File: src/rtl/udma_jtag_rx_framer.sv
// JTAG RX framer: parses header / payload / checksum packets from the CDC FIFO
// and forwards payload words to the uDMA RX channel through a 1-deep output register.
module udma_jtag_rx_framer #(
    parameter int CNT_WIDTH = 16
) (
    input  logic                 clk_i,
    input  logic                 rst_i,
    input  logic [31:0]          in_data_i,
    input  logic                 in_valid_i,
    output logic                 in_ready_o,
    output logic [31:0]          out_data_o,
    output logic                 out_valid_o,
    input  logic                 out_ready_i,
    input  logic                 cfg_en_i,
    output logic [7:0]           tag_o,
    output logic [CNT_WIDTH-1:0] pkt_cnt_o,
    output logic [CNT_WIDTH-1:0] err_cnt_o,
    output logic                 evt_done_o,
    output logic                 evt_err_o,
    output logic                 busy_o
);
    localparam logic [7:0] MAGIC = 8'hA5;

    typedef enum logic [1:0] {
        HDR     = 2'd0,
        PAYLOAD = 2'd1,
        CSUM    = 2'd2
    } state_t;

    state_t                r_state;
    logic [31:0]           r_out_data;
    logic                  r_out_valid;
    logic [31:0]           r_xor;
    logic [15:0]           r_remain;
    logic [7:0]            r_tag;
    logic [CNT_WIDTH-1:0]  r_pkt_cnt;
    logic [CNT_WIDTH-1:0]  r_err_cnt;
    logic                  r_evt_done;
    logic                  r_evt_err;

    logic                  w_in_ready;
    logic                  w_in_fire;
    logic                  w_out_fire;

    // Counters roll over from all-ones to zero.
    function automatic logic [CNT_WIDTH-1:0] cnt_inc(input logic [CNT_WIDTH-1:0] v);
        return v + CNT_WIDTH'(1);
    endfunction

    // Ready depends only on state, enable and the output side, never on in_valid_i.
    always_comb begin
        w_in_ready = 1'b0;
        if (!rst_i) begin
            unique case (r_state)
                HDR:     w_in_ready = cfg_en_i;
                PAYLOAD: w_in_ready = !r_out_valid || out_ready_i;
                CSUM:    w_in_ready = 1'b1;
                default: w_in_ready = 1'b0;
            endcase
        end
    end

    assign w_in_fire  = in_valid_i && w_in_ready;
    assign w_out_fire = r_out_valid && out_ready_i;

    always_ff @(posedge clk_i) begin
        if (rst_i) begin
            r_state     <= HDR;
            r_out_data  <= '0;
            r_out_valid <= 1'b0;
            r_xor       <= '0;
            r_remain    <= '0;
            r_tag       <= '0;
            r_pkt_cnt   <= '0;
            r_err_cnt   <= '0;
            r_evt_done  <= 1'b0;
            r_evt_err   <= 1'b0;
        end else begin
            r_evt_done <= 1'b0;
            r_evt_err  <= 1'b0;
            // Drain first so a same-cycle reload below keeps valid high.
            if (w_out_fire) begin
                r_out_valid <= 1'b0;
            end
            unique case (r_state)
                HDR: begin
                    if (w_in_fire) begin
                        if (in_data_i[31:24] == MAGIC) begin
                            r_tag    <= in_data_i[23:16];
                            r_remain <= in_data_i[15:0];
                            r_xor    <= '0;
                            r_state  <= (in_data_i[15:0] != 16'd0) ? PAYLOAD : CSUM;
                        end else begin
                            r_evt_err <= 1'b1;
                            r_err_cnt <= cnt_inc(r_err_cnt);
                        end
                    end
                end
                PAYLOAD: begin
                    if (w_in_fire) begin
                        r_out_data  <= in_data_i;
                        r_out_valid <= 1'b1;
                        r_xor       <= r_xor ^ in_data_i;
                        r_remain    <= r_remain - 16'd1;
                        if (r_remain == 16'd1) begin
                            r_state <= CSUM;
                        end
                    end
                end
                CSUM: begin
                    if (w_in_fire) begin
                        r_pkt_cnt  <= cnt_inc(r_pkt_cnt);
                        r_evt_done <= 1'b1;
                        if (in_data_i != r_xor) begin
                            r_evt_err <= 1'b1;
                            r_err_cnt <= cnt_inc(r_err_cnt);
                        end
                        r_state <= HDR;
                    end
                end
                default: r_state <= HDR;
            endcase
        end
    end

    assign in_ready_o  = w_in_ready;
    assign out_data_o  = r_out_data;
    assign out_valid_o = r_out_valid;
    assign tag_o       = r_tag;
    assign pkt_cnt_o   = r_pkt_cnt;
    assign err_cnt_o   = r_err_cnt;
    assign evt_done_o  = r_evt_done;
    assign evt_err_o   = r_evt_err;
    assign busy_o      = (r_state != HDR);

endmodule

File: config.mk
export PLATFORM = sky130hd
export DESIGN_NAME = udma_jtag_rx_framer
export DESIGN_NICKNAME = d
export VERILOG_FILES = /design/src/rtl/udma_jtag_rx_framer.sv
export SDC_FILE = /design/constraint.sdc
export NUM_CORES = 1
export LEC_CHECK = 0
export BUFFER_PORTS_ARGS = -buffer_cell sky130_fd_sc_hd__buf_2
export CORE_UTILIZATION = 59
export CTS_BUF_LIST = sky130_fd_sc_hd__clkbuf_16
export CTS_CLUSTER_DIAMETER = 60
export DETAILED_ROUTE_END_ITERATION = 16
export HOLD_SLACK_MARGIN = 0.08
export PLACE_DENSITY = 0.89
export SLEW_MARGIN = 20
export SYNTH_ARGS = -nofsm -noshare
export SYNTH_HDL_FRONTEND = slang
export SYNTH_SLANG_ARGS = --single-unit
File: constraint.sdc
create_clock -name clk_i -period 4.05 [get_ports clk_i]
set_input_delay 0 -clock clk_i [delete_from_list [all_inputs] [get_ports clk_i]]
set_output_delay 0 -clock clk_i [all_outputs]
set_load 0.05 [all_outputs]
==> parameters.txt <==
Parameter                              Value

Floorplan
  Core Box Area    0.00942 sq mm
  Placement Rows    35
  Die height    101 um
  Die width    101 um
  Die area    0.0103 sq mm
  I/O pin count    114
  Effective utilization at floorplan    roughly three fifths

Setup path
  Setup Crit Path Kind    flip-flop to flip-flop
  Worst path arrival time    3.97 ns
  Launch point of the critical path    r_state[0]
  CP Launch Type    flip-flop
  Crit path capture type    flip-flop
  R2r setup slk    roughly 0.44 ns
  Timing endpoint of the critical path    out_data_o[21]
  Worst reg2reg path startpoint    r_state[0]
  Maximum fanout along the worst path    64
  Worst R2R End    out_data_o[21]
  Cell depth of the worst flop-to-flop path    8
  Worst EP required    roughly 4.4 ns

Clocking
  Num CTS Buffers    17
  Root buffer selected by CTS    sky130_fd_sc_hd__clkbuf_16
  CTS max path bufs    2
  Clock tree from TritonCTS    built
  CTS resizes    0
  Hold Buf Count CTS    40
  Clock-pin slew reported for the worst setup and hold paths after clock tree synthesis    0.06 ns
  Number of post-CTS setup repair buffers    0
  Total number of clock tree sinks    around 130
  Clock network latency to the later pin of the worst-skew pair    0.42 ns
  H-tree depth reported by CTS    4

Finish
  Layout area overhead    26.7%
  Share of layout cells above drive strength 1    18.9%
  Count of inserted antenna diode cells    0
  Final instance count without filler cells    992
  # nets final    891
  # fillers    595

Global route
  GRT Resource Usage Total    33.7%
  Congestion Overflow GR    0
  Number of antenna violations at the first check in global routing    0
  Wire length of the first global-routing pass    between 20000 and 30000 um
  Pin count of the biggest net entering global routing    85
  Via count of the first global-routing pass    roughly 5.6k

Synth
  Cell area after synthesis    0.00582 sq mm
  Area fraction of the dominant cell type after synthesis    a little over two fifths
  Proportion of synthesized flip-flops having asynchronous set or reset    0%
  Sequential area share after synthesis    43.0%
  Largest area contributor in the netlist    sky130_fd_sc_hd__dfxtp_1
  Library cell with the highest instance count after synthesis    sky130_fd_sc_hd__dfxtp_1
  Distinct cell type count after synthesis    59
  Top flip-flop cell by instance count after synthesis    sky130_fd_sc_hd__dfxtp_1
  Synthesis warning total    0
  Mapped Cells    ~700
  Number of nets produced by synthesis    757
  Count of flip-flops with a built-in enable after synthesis    0
  Top post-synthesis cells by count    sky130_fd_sc_hd__dfxtp_1, sky130_fd_sc_hd__nand2_1, sky130_fd_sc_hd__a21oi_1
  Flip-flop and latch count after synthesis    125
  Synth area leaders    sky130_fd_sc_hd__dfxtp_1, sky130_fd_sc_hd__a21oi_1, sky130_fd_sc_hd__xor2_1, sky130_fd_sc_hd__nand2_1, sky130_fd_sc_hd__nor2_1
  Synthesized area per cell    8.13 sq um

STA
  Remaining max-slew budget at the tightest pin    40.4%
  Clock tree skew after final layout    0.00875 ns
  Max frequency    between 200 and 300 MHz
  Accumulated negative setup slack    0 ns
  Final setup viols    0
  Part of the cycle the worst path needs    89.2%
  Slew at the pin closest to its max-slew limit    0.894 ns
  Count of final max-slew check failures    0
  Number of endpoints with negative hold slack in the final report    0
  Minimum period implied by the final worst setup slack    roughly 3.6 ns
  RSZ-0062 raised after global routing    false

Route
  Number of nets with antenna violations after detailed routing    0
  Via count of the routed design    around 6k
  TritonRoute pass-1 iters    6
  Number of vias per cell after detailed routing    6.14
  Post-route DRC violation count    0
  Routed length per instance    ~17 um
  WL final    between 15000 and 20000 um
  DRC violation total after the first TritonRoute iteration    between 600 and 700

Placement
  Instance count after placement with tap cells included    920
  Post-detailed-placement half-perimeter wirelength    10000 um
  Port bufs    113
  Placer's final routability congestion estimate    0.901

Pwr
  Power density normalized to cell area    384 mW/mm^2
  Reported leakage power    roughly 2.9 nW
  Peak VDD IR    0.281 mV

Run
  Max-cap violations    0

Run status
  Outcome    complete, no violations

Worst hold path
  Class of the worst hold path    primary input to flip-flop
==> power by group <==
| group | internal (W) | leakage, nW | switching (W) | total (W) |
|---|---|---|---|---|
| Combinational | 0.0000517 | 1.67 | 0.0000846 | 0.000136 |
| Sequential | 0.00123 | 1.01 | 0.00000118 | 0.00123 |
| Clock | 0.000852 | 0.260 | 0.000609 | 0.00146 |
| Total | 0.00213 | 2.93 | 0.000695 | 0.00283 |
==> area by class of cell <==
class	count	area, sq um	area share [%]
Inverter	10	37.5	0.509
Timing Repair Buffer	161	1030	14.0
Tap cell	129	161	2.19
Clock buffer	17	425	5.77
Multi-Input combinational cell	535	3080	41.8
Sequential cell	125	2500	33.9
Clock inverter	15	139	1.88
==> critical path: stages, from the launching register on <==
cell,delay [ns]
sky130_fd_sc_hd__dfxtp_1,0.86
sky130_fd_sc_hd__nor2b_1,0.63
sky130_fd_sc_hd__o2bb2ai_1,0.23
sky130_fd_sc_hd__nand3_1,0.25
sky130_fd_sc_hd__nor2_4,0.15
sky130_fd_sc_hd__buf_4,0.55
sky130_fd_sc_hd__nand2_1,0.15
sky130_fd_sc_hd__a21oi_1,0.17
sky130_fd_sc_hd__dlygate4sd3_1,0.56
==> logic make-up (layout without fill, tap and decap cells) <==
group,count (synthesis),in the layout,synth area share [%]
buffers and inverters,56,203,4.30
AND/OR/NAND/NOR,291,291,24.6
flip-flops,125,125,43.0
multiplexers,10,10,1.74
AO/OA/AOI/OAI,179,179,17.9
adder cells (fa/ha/maj),4,4,0.860
XOR/XNOR,51,51,7.67
==> cell usage in the layout (no fill, tap or decap), types with 9 or more instances in the layout <==
cell                            netlist  routed
sky130_fd_sc_hd__dfxtp_1            125     125
sky130_fd_sc_hd__buf_2               11     112
sky130_fd_sc_hd__nand2_1            103     103
sky130_fd_sc_hd__a21oi_1             92      92
sky130_fd_sc_hd__nor2_1              66      66
sky130_fd_sc_hd__xor2_1              46      46
sky130_fd_sc_hd__o21ai_0             42      42
sky130_fd_sc_hd__dlygate4sd3_1        0      40
sky130_fd_sc_hd__nor3_1              28      27
sky130_fd_sc_hd__clkbuf_16            0      17
sky130_fd_sc_hd__nand3b_1            14      14
sky130_fd_sc_hd__nand3_1             13      13
sky130_fd_sc_hd__nor4_1              12      12
sky130_fd_sc_hd__nand4_1             11      11
sky130_fd_sc_hd__or4_1               11      11
sky130_fd_sc_hd__inv_1               10      10
sky130_fd_sc_hd__mux2i_1              9       9
sky130_fd_sc_hd__buf_4                2       9
==> per-stage QoR <==
stage,area [sq um],util [%],hold slack (ns),worst slack [ns],total power [W]
global placement,6410,68.1,0.291,1.17,0.00136
floorplan,5820,-,0.136,1.96,0.00131
CTS,7370,78.3,0.383,0.593,0.00282
finish,7370,78.3,0.433,0.437,0.00283
detailed placement,6410,68.1,0.294,0.990,0.00136
global route,7370,78.3,0.442,0.212,0.00289
==> registers in the layout (all words and copies together), names as in the netlist <==
| signal | flops |
|---|---|
| r_state | 2 |
| r_remain | 16 |
| r_xor | 32 |
| evt_err_o | 1 |
| out_data_o | 32 |
| tag_o | 8 |
| pkt_cnt_o | 16 |
| out_valid_o | 1 |
| err_cnt_o | 16 |
| evt_done_o | 1 |
==> per-layer routing <==
layer,routed length [um],part of all wire (%),GRT usage [%]
met2,8230,48,56.3
met5,0,0,0
met1,6900,40,40.4
met4,686,4.0,17.3
met3,1380,8.0,8.42
==> worst min-delay path by stage <==
stage,startpoint,to,depth (start not counted)
global route,in_data_i[6],out_data_o[6],4
finish,in_data_i[6],out_data_o[6],4
CTS,cfg_en_i,r_state[0],7
global placement,in_data_i[26],out_data_o[26],3
floorplan,in_data_i[25],out_data_o[25],2
detailed placement,in_data_i[26],out_data_o[26],3
Power figures use the tool's default switching activity.
